`config.mk`:
```
export PLATFORM = sky130hd
export DESIGN_NAME = can_frame_header_decoder
export DESIGN_NICKNAME = d
export VERILOG_FILES = /design/src/rtl/can_frame_header_decoder.sv
export SDC_FILE = /design/constraint.sdc
export NUM_CORES = 1
export LEC_CHECK = 0
export ABC_CLOCK_PERIOD_IN_PS = 2200
export BUFFER_PORTS_ARGS = -buffer_cell sky130_fd_sc_hd__buf_2
export CAP_MARGIN = 20
export CORE_ASPECT_RATIO = 0.75
export CORE_UTILIZATION = 50
export DETAILED_ROUTE_END_ITERATION = 8
export PLACE_DENSITY = 0.82
export REMOVE_ABC_BUFFERS = 1
export SETUP_SLACK_MARGIN = 0.3
export SYNTH_ARGS = -nofsm -noshare
export SYNTH_HDL_FRONTEND = slang
export SYNTH_SLANG_ARGS = --single-unit
```
`constraint.sdc`:
```
create_clock -name clk -period 2.2 [get_ports clk]
set_clock_uncertainty 0.1 [all_clocks]
set_input_delay 0.44 -clock clk [delete_from_list [all_inputs] [get_ports clk]]
set_output_delay 0.44 -clock clk [all_outputs]
set_load 0.03 [all_outputs]
```
`src/rtl/can_frame_header_decoder.sv`:
```
// CAN / CAN FD header decoder: walks SOF..DLC on destuffed sample-point bits,
// captures identifier and control fields and classifies the frame.
module can_frame_header_decoder #(
  parameter bit         FD_EN           = 1'b1,
  parameter bit         RES_CHECK       = 1'b1,
  parameter logic [6:0] MAX_CLASSIC_LEN = 7'd8
) (
  input  logic        clk,
  input  logic        reset,
  input  logic        SP,
  input  logic        RX,
  input  logic        FRAME_END,
  output logic [1:0]  TYPE_FR,
  output logic        IDE,
  output logic [28:0] ID,
  output logic [3:0]  DLC,
  output logic [6:0]  DLEN,
  output logic        BRS,
  output logic        ESI,
  output logic        HDR_VALID,
  output logic        PROT_EXC,
  output logic        BUSY
);

  typedef enum logic [3:0] {
    S_IDLE, S_BASE_ID, S_SRR_RTR, S_IDE_B, S_EXT_ID, S_RTR_EXT, S_FDF_R,
    S_RES, S_BRS_B, S_ESI_B, S_R0, S_DLC_B, S_DONE, S_SKIP
  } state_t;

  state_t      state_r, next_state_s;
  logic [4:0]  cnt_r;
  logic [10:0] id11_r;
  logic [17:0] id18_r;
  logic [2:0]  dlc_sh_r;
  logic [3:0]  dlc_full_s;
  logic        rtr_tmp_r, rtr_final_r, ide_tmp_r, fd_tmp_r, brs_tmp_r, esi_tmp_r;
  logic [1:0]  type_fr_r;
  logic        ide_r, brs_r, esi_r, hdr_valid_r, prot_exc_r, busy_r;
  logic [28:0] id_r;
  logic [3:0]  dlc_r;
  logic [6:0]  dlen_r;

  // FD lengths above 8 follow the non-linear CAN FD table; classical saturates.
  function automatic logic [6:0] calc_dlen(input logic fd, input logic rtr, input logic [3:0] dlc);
    logic [6:0] len;
    len = 7'd0;
    if (fd) begin
      case (dlc)
        4'd9:    len = 7'd12;
        4'd10:   len = 7'd16;
        4'd11:   len = 7'd20;
        4'd12:   len = 7'd24;
        4'd13:   len = 7'd32;
        4'd14:   len = 7'd48;
        4'd15:   len = 7'd64;
        default: len = {3'b000, dlc};
      endcase
    end else if (rtr) begin
      len = 7'd0;
    end else if ({3'b000, dlc} > MAX_CLASSIC_LEN) begin
      len = MAX_CLASSIC_LEN;
    end else begin
      len = {3'b000, dlc};
    end
    return len;
  endfunction

  assign dlc_full_s = {dlc_sh_r, RX};

  // State register.
  always_ff @(posedge clk) begin
    if (reset) begin
      state_r <= S_IDLE;
    end else begin
      state_r <= next_state_s;
    end
  end

  // Next-state logic; FRAME_END overrides any sampled bit.
  always_comb begin
    next_state_s = state_r;
    if (FRAME_END) begin
      next_state_s = S_IDLE;
    end else if (SP) begin
      case (state_r)
        S_IDLE:    next_state_s = RX ? S_IDLE : S_BASE_ID;
        S_BASE_ID: next_state_s = (cnt_r == 5'd10) ? S_SRR_RTR : S_BASE_ID;
        S_SRR_RTR: next_state_s = S_IDE_B;
        S_IDE_B:   next_state_s = RX ? S_EXT_ID : S_FDF_R;
        S_EXT_ID:  next_state_s = (cnt_r == 5'd17) ? S_RTR_EXT : S_EXT_ID;
        S_RTR_EXT: next_state_s = S_FDF_R;
        S_FDF_R: begin
          if (FD_EN && RX) begin
            next_state_s = S_RES;
          end else if (ide_tmp_r) begin
            next_state_s = S_R0;
          end else begin
            next_state_s = S_DLC_B;
          end
        end
        S_RES:     next_state_s = (RX && RES_CHECK) ? S_SKIP : S_BRS_B;
        S_BRS_B:   next_state_s = S_ESI_B;
        S_ESI_B:   next_state_s = S_DLC_B;
        S_R0:      next_state_s = S_DLC_B;
        S_DLC_B:   next_state_s = (cnt_r == 5'd3) ? S_DONE : S_DLC_B;
        S_DONE:    next_state_s = S_DONE;
        S_SKIP:    next_state_s = S_SKIP;
        default:   next_state_s = S_IDLE;
      endcase
    end else begin
      next_state_s = state_r;
    end
  end

  // Field capture, pulses and header output registers.
  always_ff @(posedge clk) begin
    if (reset) begin
      cnt_r       <= 5'd0;
      id11_r      <= 11'd0;
      id18_r      <= 18'd0;
      dlc_sh_r    <= 3'd0;
      rtr_tmp_r   <= 1'b0;
      rtr_final_r <= 1'b0;
      ide_tmp_r   <= 1'b0;
      fd_tmp_r    <= 1'b0;
      brs_tmp_r   <= 1'b0;
      esi_tmp_r   <= 1'b0;
      type_fr_r   <= 2'd0;
      ide_r       <= 1'b0;
      id_r        <= 29'd0;
      dlc_r       <= 4'd0;
      dlen_r      <= 7'd0;
      brs_r       <= 1'b0;
      esi_r       <= 1'b0;
      hdr_valid_r <= 1'b0;
      prot_exc_r  <= 1'b0;
      busy_r      <= 1'b0;
    end else if (FRAME_END) begin
      cnt_r       <= 5'd0;
      busy_r      <= 1'b0;
      hdr_valid_r <= 1'b0;
      prot_exc_r  <= 1'b0;
    end else begin
      hdr_valid_r <= 1'b0;
      prot_exc_r  <= 1'b0;
      if (SP) begin
        case (state_r)
          S_IDLE: begin
            if (!RX) begin
              busy_r    <= 1'b1;
              cnt_r     <= 5'd0;
              ide_tmp_r <= 1'b0;
              fd_tmp_r  <= 1'b0;
              brs_tmp_r <= 1'b0;
              esi_tmp_r <= 1'b0;
            end
          end
          S_BASE_ID: begin
            id11_r <= {id11_r[9:0], RX};
            cnt_r  <= (cnt_r == 5'd10) ? 5'd0 : cnt_r + 5'd1;
          end
          S_SRR_RTR: rtr_tmp_r <= RX;
          S_IDE_B: begin
            ide_tmp_r   <= RX;
            rtr_final_r <= rtr_tmp_r;
          end
          S_EXT_ID: begin
            id18_r <= {id18_r[16:0], RX};
            cnt_r  <= (cnt_r == 5'd17) ? 5'd0 : cnt_r + 5'd1;
          end
          S_RTR_EXT: rtr_final_r <= RX;
          S_FDF_R:   fd_tmp_r <= FD_EN & RX;
          S_RES:     prot_exc_r <= RX & RES_CHECK;
          S_BRS_B:   brs_tmp_r <= RX;
          S_ESI_B:   esi_tmp_r <= RX;
          S_DLC_B: begin
            dlc_sh_r <= {dlc_sh_r[1:0], RX};
            if (cnt_r == 5'd3) begin
              cnt_r       <= 5'd0;
              hdr_valid_r <= 1'b1;
              type_fr_r   <= fd_tmp_r ? 2'd2 : (rtr_final_r ? 2'd1 : 2'd0);
              ide_r       <= ide_tmp_r;
              id_r        <= ide_tmp_r ? {id11_r, id18_r} : {18'd0, id11_r};
              dlc_r       <= dlc_full_s;
              dlen_r      <= calc_dlen(fd_tmp_r, rtr_final_r, dlc_full_s);
              brs_r       <= fd_tmp_r & brs_tmp_r;
              esi_r       <= fd_tmp_r & esi_tmp_r;
            end else begin
              cnt_r <= cnt_r + 5'd1;
            end
          end
          default: ;
        endcase
      end
    end
  end

  assign TYPE_FR   = type_fr_r;
  assign IDE       = ide_r;
  assign ID        = id_r;
  assign DLC       = dlc_r;
  assign DLEN      = dlen_r;
  assign BRS       = brs_r;
  assign ESI       = esi_r;
  assign HDR_VALID = hdr_valid_r;
  assign PROT_EXC  = prot_exc_r;
  assign BUSY      = busy_r;

endmodule
```
# Yosys cells after proc, flatten, opt, wreduce, memory -nomap -nowiden
# Index checks and enable logic that the tools add are counted.
dict set report word_totals {
  word_cells 105
  register_bits 95
  out_inout_bits 48
  input_bits 5
}
dict set report classes {
  mux 28
  n_reduce_logical 23
  eq_ne 24
  n_lt_le_gt_ge 1
  addsub 1
  bitwise 7
}
# cell count
set op_table {}
lappend op_table {{$eq A4 B4 Y1 const B} 13}
lappend op_table {{$pmux W4 S13} 1}
lappend op_table {{$pmux W7 S7} 1}
lappend op_table {{$mux W29} 1}
lappend op_table {{$reduce_and A3 Y1} 7}
lappend op_table {{$mux W5} 4}
lappend op_table {{$pmux W5 S4} 1}
lappend op_table {{$reduce_and A4 Y1} 5}
lappend op_table {{$eq A4 B3 Y1 const B} 4}
lappend op_table {{$mux W4} 3}
lappend op_table {{$pmux W1 S2} 5}
lappend op_table {{$reduce_bool A2 Y1} 5}
lappend op_table {{$eq A4 B2 Y1 const B} 2}
lappend op_table {{$reduce_or A4 Y1} 2}
lappend op_table {{$mux W7} 1}
lappend op_table {{$mux W1} 6}
lappend op_table {{$mux W2} 3}
lappend op_table {{$mux W3} 2}
lappend op_table {{$add A5 B1 Y5 const B} 1}
lappend op_table {{$eq A5 B2 Y1 const B} 1}
lappend op_table {{$eq A5 B4 Y1 const B} 1}
lappend op_table {{$eq A5 B5 Y1 const B} 1}
lappend op_table {{$not A1 Y1} 5}
lappend op_table {{$eq A4 B1 Y1 const B} 1}
lappend op_table {{6 further kinds} 8}

# Longest topological paths before layout
dict set report depth {
  ltp_word 4
  ltp_mapped 8
  ltp_nobuf 6
}

# Worst setup path before layout
# Ideal clock, no wire load.
dict set report synth_timing {
  path_kind {flip-flop to flip-flop}
  startpoint {register cnt_r[0]}
  endpoint {register dlc_r[3], in the netlist DLC[3]}
  t_arrival_ps 2093
  slack_ps -110
  required_time_ps 1983
  period_less_slack_ps 2310
  path_stages_with_launch 8
  cell_sequence {dfxtp_1 ha_1 or4b_1 buf_2 or4_4 buf_6 buf_6 o22a_1}
}
dict set report synth_between {
  elab_chain_len 2
}
# element line_no
set synth_lines {}
lappend synth_lines {{start, declared} 31} ;# logic [4:0] cnt_r;
lappend synth_lines {{start signal, assigned} 160} ;# cnt_r <= (cnt_r == 5'd10) ? 5'd0 : cnt_r + 5'd1;
lappend synth_lines {{start signal, assigned} 169} ;# cnt_r <= (cnt_r == 5'd17) ? 5'd0 : cnt_r + 5'd1;
lappend synth_lines {{start signal, assigned} 189} ;# cnt_r <= cnt_r + 5'd1;
lappend synth_lines {{$eq A5 B2 Y1} 178} ;# if (cnt_r == 5'd3) begin
lappend synth_lines {{$reduce_and A4 Y1 (no line)} n/a}
lappend synth_lines {{end signal, assigned} 184} ;# dlc_r <= dlc_full_s;
lappend synth_lines {{end, declared} 40} ;# logic [3:0] dlc_r;
# No other way between the ends.
# A chain may end at the register's enable or synchronous reset.

# Worst setup path in the final report
dict set report layout_timing {
  startpoint {register cnt_r[0]}
  endpoint {register id_r[11], in the netlist ID[11]}
}
dict set report layout_between {
  elab_chain_len 2
}
# element line_no
set layout_lines {}
lappend layout_lines {{$eq A5 B2 Y1} 178}
lappend layout_lines {{$reduce_and A4 Y1 (no line)} n/a}
lappend layout_lines {{end signal, assigned} 183} ;# id_r <= ide_tmp_r ? {id11_r, id18_r} : {18'd0, id11_r};
lappend layout_lines {{end, declared} 39} ;# logic [28:0] id_r;
# No other way between the ends.

==> out/qor.txt <==
crit path time final: 2090 ps
final worst-path cycle share: 94.9%
Worst EP arrival: 2240 ps
Final HPWL DP: 6.21 mm
Startpoint Class: flip-flop
yosys warns: 0
worst hold path class: flip-flop to flip-flop
TritonCTS clock tree: yes
final instance area: 0.00524 mm²
placed cell area: 0.00468 mm²
FF-to-FF path depth: 6
reg2reg start: cnt_r[0]
Netlist cell types: 53
Global Route Usage Sum: 22.8%
GRT met2 Usage: 36.5%
Die Y-Extent: 81.6 µm
FF+latch count, synth: 95
# Max-Cap Violations: 0
area leader, netlist: dfxtp_1
clock tree sinks: 95
Pre-antenna DRT Iters: 5
Port Buffers: 52
WHS Endpoint: ID[22]
Hold Crit Start: ID[22]
Core Region: 0.00802 mm²
Hold Fails Final Rpt: 0
initial antenna violation count: 0
Worst VDD drop: 0.337 mV
Die Area: 0.00882 mm²
Slew Limit Headroom: 71.5%
Synth Area per Inst: 8.53 µm²
number of global-route vias before repair: 3302
ys async rst share: 0%
htree depth: 3
I/O Pins: 53
setup tns final: 0 ps
ANT cells: 0
layout cell share with drive strength beyond 1: 29.4%
clock slew seen by the registers of the worst setup and hold paths: 110 ps
post-synth top area share: 45.0%
Seq/Total Area, Yosys: 45.0%
Vias/cell: 5.73
drc violations: 0
TritonCTS Buffers: 9
RSZ-0062 raised after global routing: true
Clock Path Buffers: 2
Initial Util: 52.7%
pin count of the biggest net entering global routing: 86
RePlAce Congestion: 0.885
cts hold-fix bufs: 0
ranking of synthesized cells by area: dfxtp_1 45%, nand2_1 6.9%, a21oi_1 6.9%, mux2i_1 6.4%, nor2_1 3.9%
Die W: 108 µm
Post-synth EDFFs: 0
routed len/inst: 15.9 µm
M1 GR Usage: 30.1%
Filler cells: 603
clk_lat worst skew: 370 ps
Overflow after GRT: 0
outcome: completed
Critical Path Fanout Max: 8
num rows: 28
synthesized instance count: 495
r2r setup slk: 110 ps
CP Class: flip-flop to flip-flop
Worst R2R End: ID[11]
first-pass GRT wire length: 15.6 mm
max-slew violation count: 0
Leak Pwr: 0.00202 µW
Cell Area, Synth: 0.00422 mm²
final setup fails: 0
FMAX: 479 MHz
required time of the critical path: 2360 ps
Crit. End Element: flip-flop
Root Buffer: clkbuf_8
hold path cells: 2
GR Layer Usage met3: 5.71%
DR vias: 3799
layer with the highest usage: met2
Slew @ Worst Pin: 422 ps
Net count, final: 561
antenna-violating nets left: 0
ys flop type: dfxtp_1
Iter 0 DRT Violations: 277
power per cell area: 568 mW/mm²
Layout area overhead: 24.1%
Routed WL: 10.6 mm
synth_stat cells, drive strengths merged (2+ instances only):
cell type,instances
buf,16
o31ai,3
o221ai,3
clkbuf,29
or3,2
a31oi,2
nand2,78
nor3,5
dfxtp,95
nor3b,4
or2,2
xor2,3
or4b,4
o21ai,5
and2,2
nand2b,5
o2111ai,2
o211ai,5
and3b,2
nor2,44
nor4,4
a211oi,14
inv,9
nor2b,10
nand3,30
o22ai,2
mux2i,27
a21oi,58
nor4b,3
nor4bb,2
mux2,2
nand3b,2
nand4,3
o22a,3
ha,3
per-layer routing:
metal	vias up	wire (µm)
met2	142	5110
met5	-	0
li1	1836	-
met4	0	174
met3	20	652
met1	1801	4610
flip-flops by register name, indices dropped and copies added, names as in the netlist:
name / flops
BRS: 1
fd_tmp_r: 1
esi_tmp_r: 1
dlc_sh_r: 3
ESI: 1
id18_r: 18
rtr_final_r: 1
DLEN: 7
state_r: 4
PROT_EXC: 1
brs_tmp_r: 1
HDR_VALID: 1
BUSY: 1
id11_r: 11
ide_tmp_r: 1
rtr_tmp_r: 1
DLC: 4
cnt_r: 5
ID: 29
TYPE_FR: 2
IDE: 1
report_power, final:
group	internal [µW]	leakage (µW)	switching, µW
clock	471	0.0000957	676
combinational	30.6	0.00116	75.8
sequential	1720	0.000767	3.07
placed cells by master, fill, tap and decap left out, types with 7 or more instances in the layout:
cell,count
dfxtp_1,90
nand2_1,66
a21oi_1,55
buf_2,52
nor2_1,37
nand3_1,29
mux2i_1,27
buf_4,24
a211oi_2,11
nor2b_1,10
nand2_2,10
clkbuf_8,10
inv_1,9
buf_12,7
worst max path at each step:
stage | slack (ps) | endpoint | cells after the start | from
final | 110 | ID[11] | 6 | cnt_r[0]
after global routing | 50 | BRS | 6 | cnt_r[0]
after CTS | 150 | DLEN[4] | 6 | cnt_r[0]
after detailed placement | 4 | DLEN[4] | 6 | cnt_r[1]
after global placement | 40 | DLEN[2] | 5 | cnt_r[1]
after floorplan | -1110 | DLEN[4] | 5 | cnt_r[0]
layout make-up:
class                           count  area (µm²)  area share, %
Clock buffer                       10         138           2.63
Clock inverter                      6        62.6           1.19
Inverter                            9        33.8          0.645
Multi-Input combinational cell    346        2200           42.0
Sequential cell                    95        1910           36.4
Tap cell                          105         131           2.51
Timing Repair Buffer               92         764           14.6
worst max-delay path: stages, from the launching register on:
cell,delay [ps]
dfxtp_2,370
ha_4,140
or4b_4,490
or4_4,540
clkbuf_16,210
nand2_1,60
a21oi_1,60
repair_timing:
| item | 4_1_cts | 5_1_grt |
|---|---|---|
| resized for setup | 9 | 38 |
| endpoints found under the setup margin | 69 | 75 |
| cloned | 2 | 3 |
| hold endpoints to repair | 0 | 0 |
| pin swaps | 6 | 11 |
| setup buffers | 4 | 3 |
kinds of logic (layout without fill, tap and decap cells):
family / count (synthesis) / after routing / synth area share (%)
flops: 95 / 95 / 45.0
mux: 29 / 29 / 6.93
buf+inv: 54 / 117 / 6.13
simple gates: 206 / 206 / 23.9
xor+xnor: 4 / 4 / 0.830
fa+ha+maj: 3 / 3 / 0.889
compound gates: 104 / 104 / 16.3
stage by stage:
step                total power (µW)  setup WS (ps)  hold WS (ps)  util, %  cells
finish                          2980            113           356     65.3    663
global route                    3070           46.7           365     65.3    663
floorplan                       1800          -1110           331        -    450
detailed placement              1860           4.21           344     58.3    635
CTS                             2990            151           349     62.4    657
global placement                1860           37.2           337     58.3    635
No activity file was read; power rests on OpenSTA's default activity.
